$ cat src/rtl/npu_pkg.sv
// Shared definitions for the NPU custom-instruction path: sequencer states,
// decode constants for the NPU instruction, and default timeout settings.
package npu_pkg;

    // Sequencer states for the execute-stage NPU command issuer
    typedef enum logic [1:0] {
        ST_IDLE = 2'd0,
        ST_REQ  = 2'd1,
        ST_RSP  = 2'd2,
        ST_WB   = 2'd3
    } npu_state_e;

    // Decode signature of the custom NPU instruction
    localparam logic [6:0] OPC_NPU    = 7'b0000000;
    localparam logic [3:0] ALU_OP_NPU = 4'hF;
    localparam logic [1:0] WB_SEL_NPU = 2'b11;

    // Defaults for the optional response watchdog
    localparam int          TIMEOUT_CYCLES_DEF = 1024;
    localparam logic [31:0] ERR_DATA_DEF       = 32'hDEAD_BEEF;

    // The NPU sees the sub-op in the upper bits and the command in the lower bits
    function automatic logic [9:0] pack_op(input logic [6:0] funct7, input logic [2:0] funct3);
        return {funct7, funct3};
    endfunction

endpackage

$ cat src/rtl/npu_cmd_issue_if.sv
// Request/response channel between the execute-stage issuer (master)
// and the NPU (slave).
interface npu_cmd_issue_if #(
    parameter int DATA_W = 32
);
    logic              npu_req_valid;
    logic              npu_req_ready;
    logic [9:0]        npu_req_op;
    logic [DATA_W-1:0] npu_req_a;
    logic [DATA_W-1:0] npu_req_b;
    logic              npu_rsp_valid;
    logic [DATA_W-1:0] npu_rsp_data;
    logic              npu_rsp_ready;

    modport master (
        output npu_req_valid, npu_req_op, npu_req_a, npu_req_b, npu_rsp_ready,
        input  npu_req_ready, npu_rsp_valid, npu_rsp_data
    );

    modport slave (
        input  npu_req_valid, npu_req_op, npu_req_a, npu_req_b, npu_rsp_ready,
        output npu_req_ready, npu_rsp_valid, npu_rsp_data
    );
endinterface

$ cat src/rtl/npu_wdt.sv
// Response watchdog: counts cycles while enabled and flags expiry on the
// cycle the count reaches TIMEOUT_CYCLES-1, i.e. the TIMEOUT_CYCLES-th
// enabled cycle. Clear has priority over enable.
module npu_wdt #(
    parameter int TIMEOUT_CYCLES = 1024
) (
    input  logic clk,
    input  logic rst,
    input  logic clear,
    input  logic enable,
    output logic expired
);
    localparam int CNT_W = (TIMEOUT_CYCLES > 1) ? $clog2(TIMEOUT_CYCLES) : 1;
    localparam logic [CNT_W-1:0] LAST = CNT_W'(TIMEOUT_CYCLES - 1);

    logic [CNT_W-1:0] count_q, count_d;

    assign expired = enable && !clear && (count_q == LAST);

    // Next count: restart on clear, hold at the limit once expired
    always_comb begin
        count_d = count_q;
        if (clear) begin
            count_d = '0;
        end else if (enable && (count_q != LAST)) begin
            count_d = count_q + 1'b1;
        end
    end

    // Counter register
    always_ff @(posedge clk) begin
        if (rst) begin
            count_q <= '0;
        end else begin
            count_q <= count_d;
        end
    end
endmodule

$ cat src/rtl/npu_cmd_issue.sv
// Execute-stage sequencer for the custom NPU instruction. Accepts one decoded
// instruction, issues it to the NPU, stalls the pipeline until the result
// returns, then strobes it to writeback for one cycle.
// Optional feature macro: NPU_TIMEOUT_EN adds a response watchdog that
// completes the instruction with ERR_DATA and err=1 when the NPU goes silent.
module npu_cmd_issue
    import npu_pkg::*;
#(
    parameter int                DATA_W         = 32,
    parameter int                TIMEOUT_CYCLES = TIMEOUT_CYCLES_DEF,
    parameter logic [DATA_W-1:0] ERR_DATA       = DATA_W'(ERR_DATA_DEF)
) (
    input  logic                clk,
    input  logic                rst,
    input  logic                issue_valid,
    output logic                issue_ready,
    input  logic [2:0]          cmd_funct3,
    input  logic [6:0]          cmd_funct7,
    input  logic [DATA_W-1:0]   rs1_val,
    input  logic [DATA_W-1:0]   rs2_val,
    input  logic [4:0]          rd_addr,
    npu_cmd_issue_if.master     npu,
    output logic                stall,
    output logic                wb_valid,
    output logic [4:0]          wb_rd,
    output logic [DATA_W-1:0]   wb_data,
    output logic                err
);
    npu_state_e        state_q, state_d;
    logic              req_valid_q, req_valid_d;
    logic [9:0]        op_q, op_d;
    logic [DATA_W-1:0] a_q, a_d;
    logic [DATA_W-1:0] b_q, b_d;
    logic [4:0]        rd_q, rd_d;
    logic              wb_valid_q, wb_valid_d;
    logic [DATA_W-1:0] wb_data_q, wb_data_d;
    logic              err_q, err_d;
    logic              busy;
    logic              timeout;

    assign busy = (state_q == ST_REQ) || (state_q == ST_RSP);

`ifdef NPU_TIMEOUT_EN
    npu_wdt #(
        .TIMEOUT_CYCLES (TIMEOUT_CYCLES)
    ) u_wdt (
        .clk     (clk),
        .rst     (rst),
        .clear   (!busy),
        .enable  (busy),
        .expired (timeout)
    );
`else
    logic unused_timeout_cfg;
    assign unused_timeout_cfg = ^TIMEOUT_CYCLES;
    assign timeout = 1'b0;
`endif

    // Handshake-facing outputs decoded from registered state
    assign issue_ready       = (state_q == ST_IDLE);
    assign stall             = ((state_q == ST_IDLE) && issue_valid) || busy;
    assign npu.npu_req_valid = req_valid_q;
    assign npu.npu_req_op    = op_q;
    assign npu.npu_req_a     = a_q;
    assign npu.npu_req_b     = b_q;
    assign npu.npu_rsp_ready = (state_q == ST_IDLE) || (state_q == ST_RSP);
    assign wb_valid          = wb_valid_q;
    assign wb_rd             = rd_q;
    assign wb_data           = wb_data_q;
    assign err               = err_q;

    // Next-state and next-output logic; writes to rd 0 are suppressed on entry to WB
    always_comb begin
        state_d     = state_q;
        req_valid_d = req_valid_q;
        op_d        = op_q;
        a_d         = a_q;
        b_d         = b_q;
        rd_d        = rd_q;
        wb_valid_d  = 1'b0;
        wb_data_d   = wb_data_q;
        err_d       = 1'b0;
        unique case (state_q)
            ST_IDLE: begin
                if (issue_valid) begin
                    state_d     = ST_REQ;
                    req_valid_d = 1'b1;
                    op_d        = pack_op(cmd_funct7, cmd_funct3);
                    a_d         = rs1_val;
                    b_d         = rs2_val;
                    rd_d        = rd_addr;
                end
            end
            ST_REQ: begin
                if (timeout) begin
                    state_d     = ST_WB;
                    req_valid_d = 1'b0;
                    wb_data_d   = ERR_DATA;
                    err_d       = 1'b1;
                    wb_valid_d  = (rd_q != 5'd0);
                end else if (npu.npu_req_ready) begin
                    state_d     = ST_RSP;
                    req_valid_d = 1'b0;
                end
            end
            ST_RSP: begin
                if (npu.npu_rsp_valid) begin
                    state_d    = ST_WB;
                    wb_data_d  = npu.npu_rsp_data;
                    wb_valid_d = (rd_q != 5'd0);
                end else if (timeout) begin
                    state_d    = ST_WB;
                    wb_data_d  = ERR_DATA;
                    err_d      = 1'b1;
                    wb_valid_d = (rd_q != 5'd0);
                end
            end
            ST_WB: begin
                state_d = ST_IDLE;
            end
            default: begin
                state_d = ST_IDLE;
            end
        endcase
    end

    // Sequencer register: state plus every registered output and latched field
    always_ff @(posedge clk) begin
        if (rst) begin
            state_q     <= ST_IDLE;
            req_valid_q <= 1'b0;
            op_q        <= '0;
            a_q         <= '0;
            b_q         <= '0;
            rd_q        <= '0;
            wb_valid_q  <= 1'b0;
            wb_data_q   <= '0;
            err_q       <= 1'b0;
        end else begin
            state_q     <= state_d;
            req_valid_q <= req_valid_d;
            op_q        <= op_d;
            a_q         <= a_d;
            b_q         <= b_d;
            rd_q        <= rd_d;
            wb_valid_q  <= wb_valid_d;
            wb_data_q   <= wb_data_d;
            err_q       <= err_d;
        end
    end
endmodule

$ cat src/flat_wrapper.sv
// flat-port wrapper written by rule: the top's interface ports become plain ports
module npu_cmd_issue_flat import npu_pkg::*;
#(
    parameter int                DATA_W         = 32,
    parameter int                TIMEOUT_CYCLES = TIMEOUT_CYCLES_DEF,
    parameter logic [DATA_W-1:0] ERR_DATA       = DATA_W'(ERR_DATA_DEF)
)
  (clk, rst, issue_valid, issue_ready, cmd_funct3, cmd_funct7, rs1_val, rs2_val, rd_addr, stall, wb_valid, wb_rd, wb_data, err, npu_npu_req_valid, npu_npu_req_op, npu_npu_req_a, npu_npu_req_b, npu_npu_rsp_ready, npu_npu_req_ready, npu_npu_rsp_valid, npu_npu_rsp_data);
  npu_cmd_issue_if #(.DATA_W(DATA_W)) npu_i ();
  input  logic clk;
  input  logic rst;
  input  logic issue_valid;
  output logic issue_ready;
  input  logic [2:0] cmd_funct3;
  input  logic [6:0] cmd_funct7;
  input  logic [DATA_W-1:0] rs1_val;
  input  logic [DATA_W-1:0] rs2_val;
  input  logic [4:0] rd_addr;
  output logic stall;
  output logic wb_valid;
  output logic [4:0] wb_rd;
  output logic [DATA_W-1:0] wb_data;
  output logic err;
  output wire logic [$bits(npu_i.npu_req_valid)-1:0] npu_npu_req_valid;
  output wire logic [$bits(npu_i.npu_req_op)-1:0] npu_npu_req_op;
  output wire logic [$bits(npu_i.npu_req_a)-1:0] npu_npu_req_a;
  output wire logic [$bits(npu_i.npu_req_b)-1:0] npu_npu_req_b;
  output wire logic [$bits(npu_i.npu_rsp_ready)-1:0] npu_npu_rsp_ready;
  input wire logic [$bits(npu_i.npu_req_ready)-1:0] npu_npu_req_ready;
  input wire logic [$bits(npu_i.npu_rsp_valid)-1:0] npu_npu_rsp_valid;
  input wire logic [$bits(npu_i.npu_rsp_data)-1:0] npu_npu_rsp_data;
  assign npu_npu_req_valid = npu_i.npu_req_valid;
  assign npu_npu_req_op = npu_i.npu_req_op;
  assign npu_npu_req_a = npu_i.npu_req_a;
  assign npu_npu_req_b = npu_i.npu_req_b;
  assign npu_npu_rsp_ready = npu_i.npu_rsp_ready;
  assign npu_i.npu_req_ready = npu_npu_req_ready;
  assign npu_i.npu_rsp_valid = npu_npu_rsp_valid;
  assign npu_i.npu_rsp_data = npu_npu_rsp_data;
  npu_cmd_issue #(.DATA_W(DATA_W), .TIMEOUT_CYCLES(TIMEOUT_CYCLES), .ERR_DATA(ERR_DATA)) u_core (.clk(clk), .rst(rst), .issue_valid(issue_valid), .issue_ready(issue_ready), .cmd_funct3(cmd_funct3), .cmd_funct7(cmd_funct7), .rs1_val(rs1_val), .rs2_val(rs2_val), .rd_addr(rd_addr), .npu(npu_i), .stall(stall), .wb_valid(wb_valid), .wb_rd(wb_rd), .wb_data(wb_data), .err(err));
endmodule
$ cat config.mk
export PLATFORM = sky130hd
export DESIGN_NAME = npu_cmd_issue_flat
export DESIGN_NICKNAME = d
export VERILOG_FILES = /design/src/rtl/npu_pkg.sv /design/src/rtl/npu_cmd_issue_if.sv /design/src/rtl/npu_wdt.sv /design/src/rtl/npu_cmd_issue.sv /design/src/flat_wrapper.sv
export SDC_FILE = /design/constraint.sdc
export NUM_CORES = 1
export LEC_CHECK = 0
export CAP_MARGIN = 10
export CORE_UTILIZATION = 38
export CTS_CLUSTER_SIZE = 16
export DETAILED_ROUTE_END_ITERATION = 12
export PLACE_DENSITY = 0.9
export SLEW_MARGIN = 25
export SYNTH_ARGS = -nofsm -noshare
export SYNTH_HDL_FRONTEND = slang
export SYNTH_SLANG_ARGS = --single-unit
$ cat constraint.sdc
create_clock -name clk -period 1.9 [get_ports clk]
set_input_delay 0.285 -clock clk [delete_from_list [all_inputs] [get_ports clk]]
set_output_delay 0.285 -clock clk [all_outputs]
set_load 0.02 [all_outputs]
; ---- Word level (Yosys, flattened, before mapping)
; Index checks and enable logic that the tools add are counted.
[op_classes]
n_addsub = 0
n_mul = 0
div_mod_pow = 0
order_cmp = 0
n_eq_ne = 6
shifts = 0
n_mux = 7
n_bitwise = 2
reduce_logical = 12
[ops]
columns = cell, count
row1 = 2-bit case mux with 4 select lines, 1
row2 = 2-bit two-way mux, 3
row3 = 2-bit != test (second input constant), 3
row4 = 3-bit AND reduction, 2
row5 = 5-bit nonzero test, 1
row6 = 2-bit equality test (second input constant), 2
row7 = 2-bit AND reduction, 2
row8 = 1-bit logical OR, 3
row9 = 3-bit OR reduction, 1
row10 = 2-bit by 1-bit equality test with 1-bit output (second input constant), 1
row11 = 2-bit zero test, 1
row12 = 1-bit two-way mux, 2
row13 = 1-bit NOT, 2
row14 = 1-bit case mux with 2 select lines, 1
row15 = 2-bit nonzero test, 1
row16 = 1-bit logical AND, 1
[totals]
regBits = 115
latch_bits = 0
ram_bits = 0
rom_bits = 0
in_bits = 116
output_inout_bits = 117
word_cells = 35
mem_count = 0

; ---- Depth between registers and ports, before layout
[depth]
depth_word = 3
depth_mapped = 8
depth_no_buf = 5

; ---- Worst setup path before layout
; Ideal clock, no wire load.
[synth_timing]
path_kind = register -> output
from = reg u_core.state_q[0]
to = out stall
t_arrival_ns = 1.313
required_ns = 1.615
path_slack_ns = 0.302
path_stages_with_launch = 6
n_path_buf = 1
cell_sequence = dfxtp_1 inv_1 ha_1 nand2_1 buf_2 nand2b_1
[synth_between]
elab_chain_cells = 3
elab_cells_between_ends = 6
classes_between = eq/ne (2) / reduce/logical (4)
[synth_rtl]
columns = element, line_no
row1 = from (decl), npu_cmd_issue.sv:29  ; npu_state_e state_q, state_d;
row2 = from (signal assigned), npu_cmd_issue.sv:140  ; state_q <= state_d;
row3 = 2-bit zero test, -
row4 = net issue_ready, flat_wrapper.sv:13  ; output logic issue_ready;
row5 = 1-bit logical AND, npu_cmd_issue.sv:61  ; assign stall = ((state_q == ST_IDLE) && issue_valid) || busy;
row6 = 1-bit logical OR, npu_cmd_issue.sv:61
row7 = to (decl), flat_wrapper.sv:19  ; output logic stall;
; The timed path passes the listed nets, and every way through them passes these cells.

; ---- Final worst setup path
[layout_timing]
from = reg u_core.state_q[0]
to = out npu_npu_rsp_ready
[layout_between]
elab_chain_cells = 2
elab_cells_between_ends = 3
classes_between = eq/ne (1) / reduce/logical (2)
[layout_rtl]
columns = element, line_no
row1 = 2-bit equality test / 2-bit zero test (equally long branches), npu_cmd_issue.sv:66  ; assign npu.npu_rsp_ready = (state_q == ST_IDLE) || (state_q == ST_RSP);
row2 = 1-bit logical OR (*), npu_cmd_issue.sv:66
row3 = to (decl), flat_wrapper.sv:28  ; output wire logic [$bits(npu_i.npu_rsp_ready)-1:0] npu_npu_rsp_ready;
; Mark *: on every way between the ends. The rest lies on a longest branch, timed or not.

==> out/metrics.cfg <==
[cts]
cts_tree = built
clockBufferDepth = 2
cts.sinks = 115
clk_pin_slew_ps = 50
cts_hold_buf = 0
clk_latency_ps = 500
cts_inserted_buffers = 17
htree_levels = 4
cts-root-buf = clkbuf_8

[synthesis]
synthMuxAreaShare_pct = 0.488
synth-simple-area-share_pct = 21.8
yosys.area.top_type = dfxtp_1
synth_compound_area_share_pct = 15.4
syn_nets = 636
yosysTopAreaCellShare_pct = 56.1
syn_inst = 516
synth_top_family_by_area = simple AND/OR/NAND/NOR gates
synth_area_mm2 = 0.00411
synthAdderAreaFrac_pct = 1.22
synth_seq_cells = 115
yosysWarnings = 0
ys_types = 22
synth_xor_area_share_pct = 0
syn_area_per_cell_um2 = 7.96
yosysSeqAreaShare_pct = 56.1
yosys-top-cells-area = dfxtp_1, nand2_1, a21oi_1

[routing]
routed_wl_um = 12600
drcViolationCount = 0
vias = 4246
drtAntennaViolNets = 0
dr.pass1.iters = 5
viasPerCell = 4.81
route.detailed.wl_per_inst_um = 14.3
drtIter0Drc = 288

[global_route]
grt_overflow = 0
grt_first_pass_wirelength_um = 19900
antenna_found_initial = 0
grt_max_degree = 80
grt_pass1_vias = 4336
grt_usage_pct = 22.6

[setup_path]
worst_setup_path_end_kind = output pin
cp-start-kind = register
arrival_ps = 1560
cp_slowest_cell = dfxtp_4
reg2reg_depth = 7
timing.rr.end = u_core.npu.npu_req_op[6]$_SDFFE_PP0P_
critPathMaxStageDelay_ps = 360
crit_type = reg -> out
crit_required_ps = 1620
rrSetupSlack_ps = 420
critical_path.max_fanout = 4
crit_chain = inv_2 -> ha_4 -> or2_2 -> buf_6
path_buf_inv = 2
cp_top_family = flip-flops
r2r_start = u_core.state_q[0]$_SDFFE_PP0P_
worstSetupStartpoint = u_core.state_q[0]$_SDFFE_PP0P_

[hold_path]
hold_depth = 2
whs_endpoint = u_core.wb_data[8]$_SDFFE_PP0P_
hp-class = in -> reg
hold_path.startpoint = rst

[status]
run_status = finished, final reports clean

[die]
fp.dieArea_mm2 = 0.0112
start_util_pct = 39.4
coreArea_mm2 = 0.0104
die_w_um = 106
num_io_pins = 233
die-height_um = 106
row_count = 37

[timing]
setup_viol = 0
fin_skew_ps = 10.3
max_freq_mhz = 541
rsz0062_at_grt = no
drv_slew = 0
final.period_utilization_pct = 97.3
finalSetupTns_ps = 0
min_period_ps = 1850
setup_ws_ps = 52.2
finalHoldViolations = 0

[cells_and_area]
antennaDiodeCount = 0
final_cell_area_mm2 = 0.00707
final_nets = 857
utilization_pct = 67.9
area_growth_pct = 72.2
drive_above_1_share_pct = 8.04

[placement]
pre_cts_ws_ps = -3.85
gp_congestion = 0.780
io_buffers = 231
dpl_cell_area_mm2 = 0.00654
dpl.hpwl_um = 9000

[pwr]
p_leak_nw = 2.60
pwr_density_cell_mw_per_mm2 = 1290
ir_drop_uv = 683

[job]
drv_cap = 0

-- metrics by stage --
stage                     hold WS [ps]  total power (W)  cells
after floorplan                    420          0.00492    516
after global placement             441          0.00632    854
after detailed placement           448          0.00645    854
after CTS                          214          0.00916    882
after global routing               231          0.00962    882
final                              235          0.00911    882
-- power breakdown --
part,switching (W),leakage (nW),internal [W]
clock network,0.000990,0.254,0.00169
registers,0.000232,0.941,0.00285
logic,0.00185,1.40,0.00151
total,0.00307,2.60,0.00605
-- repair_timing --
item                       4_1_cts  5_1_grt
cloned                           0        0
setup buffers                    0        0
gates resized for setup         17        4
setup endpoints to repair        3        1
hold endpoints to repair         0        0
-- per-layer routing --
| metal | vias up | share of wire [%] | global-route usage [%] |
|---|---|---|---|
| li1 | 2085 | - | - |
| met1 | 1945 | 36 | 23.4 |
| met2 | 190 | 53 | 40.3 |
| met3 | 26 | 8.0 | 7.36 |
| met4 | 0 | 2.6 | 12.1 |
| met5 | - | 0 | 0 |
-- worst max path at each step --
stage                              to  slack (ps)  cells past startpoint
floorplan                       stall         300                      5
global placement                stall          60                      4
detailed placement  npu_npu_rsp_ready          -4                      4
CTS                 npu_npu_rsp_ready           8                      4
global route        npu_npu_rsp_ready           2                      4
finish              npu_npu_rsp_ready          50                      4
-- cell usage after synthesis, drive strengths merged --
cell type  number
mux2i           2
ha              4
nor3            1
buf            16
nor2            1
o221a           1
nor2b           1
nand2         226
a221oi          1
and2            2
conb            1
dfxtp         115
a211oi          1
a21oi         112
o21ai           1
nand2b          1
or2             2
clkbuf         22
inv             6
-- kinds of logic (layout without fill, tap and decap cells) --
group | Yosys count | in the layout
compound gates | 116 | 116
buf+inv | 44 | 274
flops | 115 | 115
mux | 2 | 2
fa+ha+maj | 4 | 4
other cells | 1 | 1
simple gates | 234 | 234
-- flip-flops by register name, summed over array words and instances (netlist names) --
signal,cells
u_core.state_q,2
u_core.wb_data,32
u_core.npu.npu_req_b,32
u_core.wb_valid,1
u_core.npu.npu_req_op,10
u_core.npu.npu_req_a,32
u_core.npu.npu_req_valid,1
u_core.wb_rd,5
-- layout by cell type, fill, tap and decap left out, types with 2 or more instances in the layout --
cell type	count
clkbuf_16	16
buf_12	5
or2_2	2
clkinv_2	5
a21oi_2	10
ha_4	2
a21oi_1	102
dfxtp_1	113
clkbuf_8	5
dfxtp_4	2
inv_2	2
clkdlybuf4s50_1	227
buf_4	5
inv_1	4
nand2_1	225
ha_1	2
mux2i_1	2
-- area by class of cell --
type	instances	area, um^2
Multi-Input combinational cell	357	1630
Clock buffer	22	473
Timing Repair Buffer	240	2430
Clock inverter	6	32.5
Tap cell	136	170
Fill cell	782	3350
Inverter	6	22.5
Sequential cell	115	2310
No activity file was read; power rests on OpenSTA's default activity.
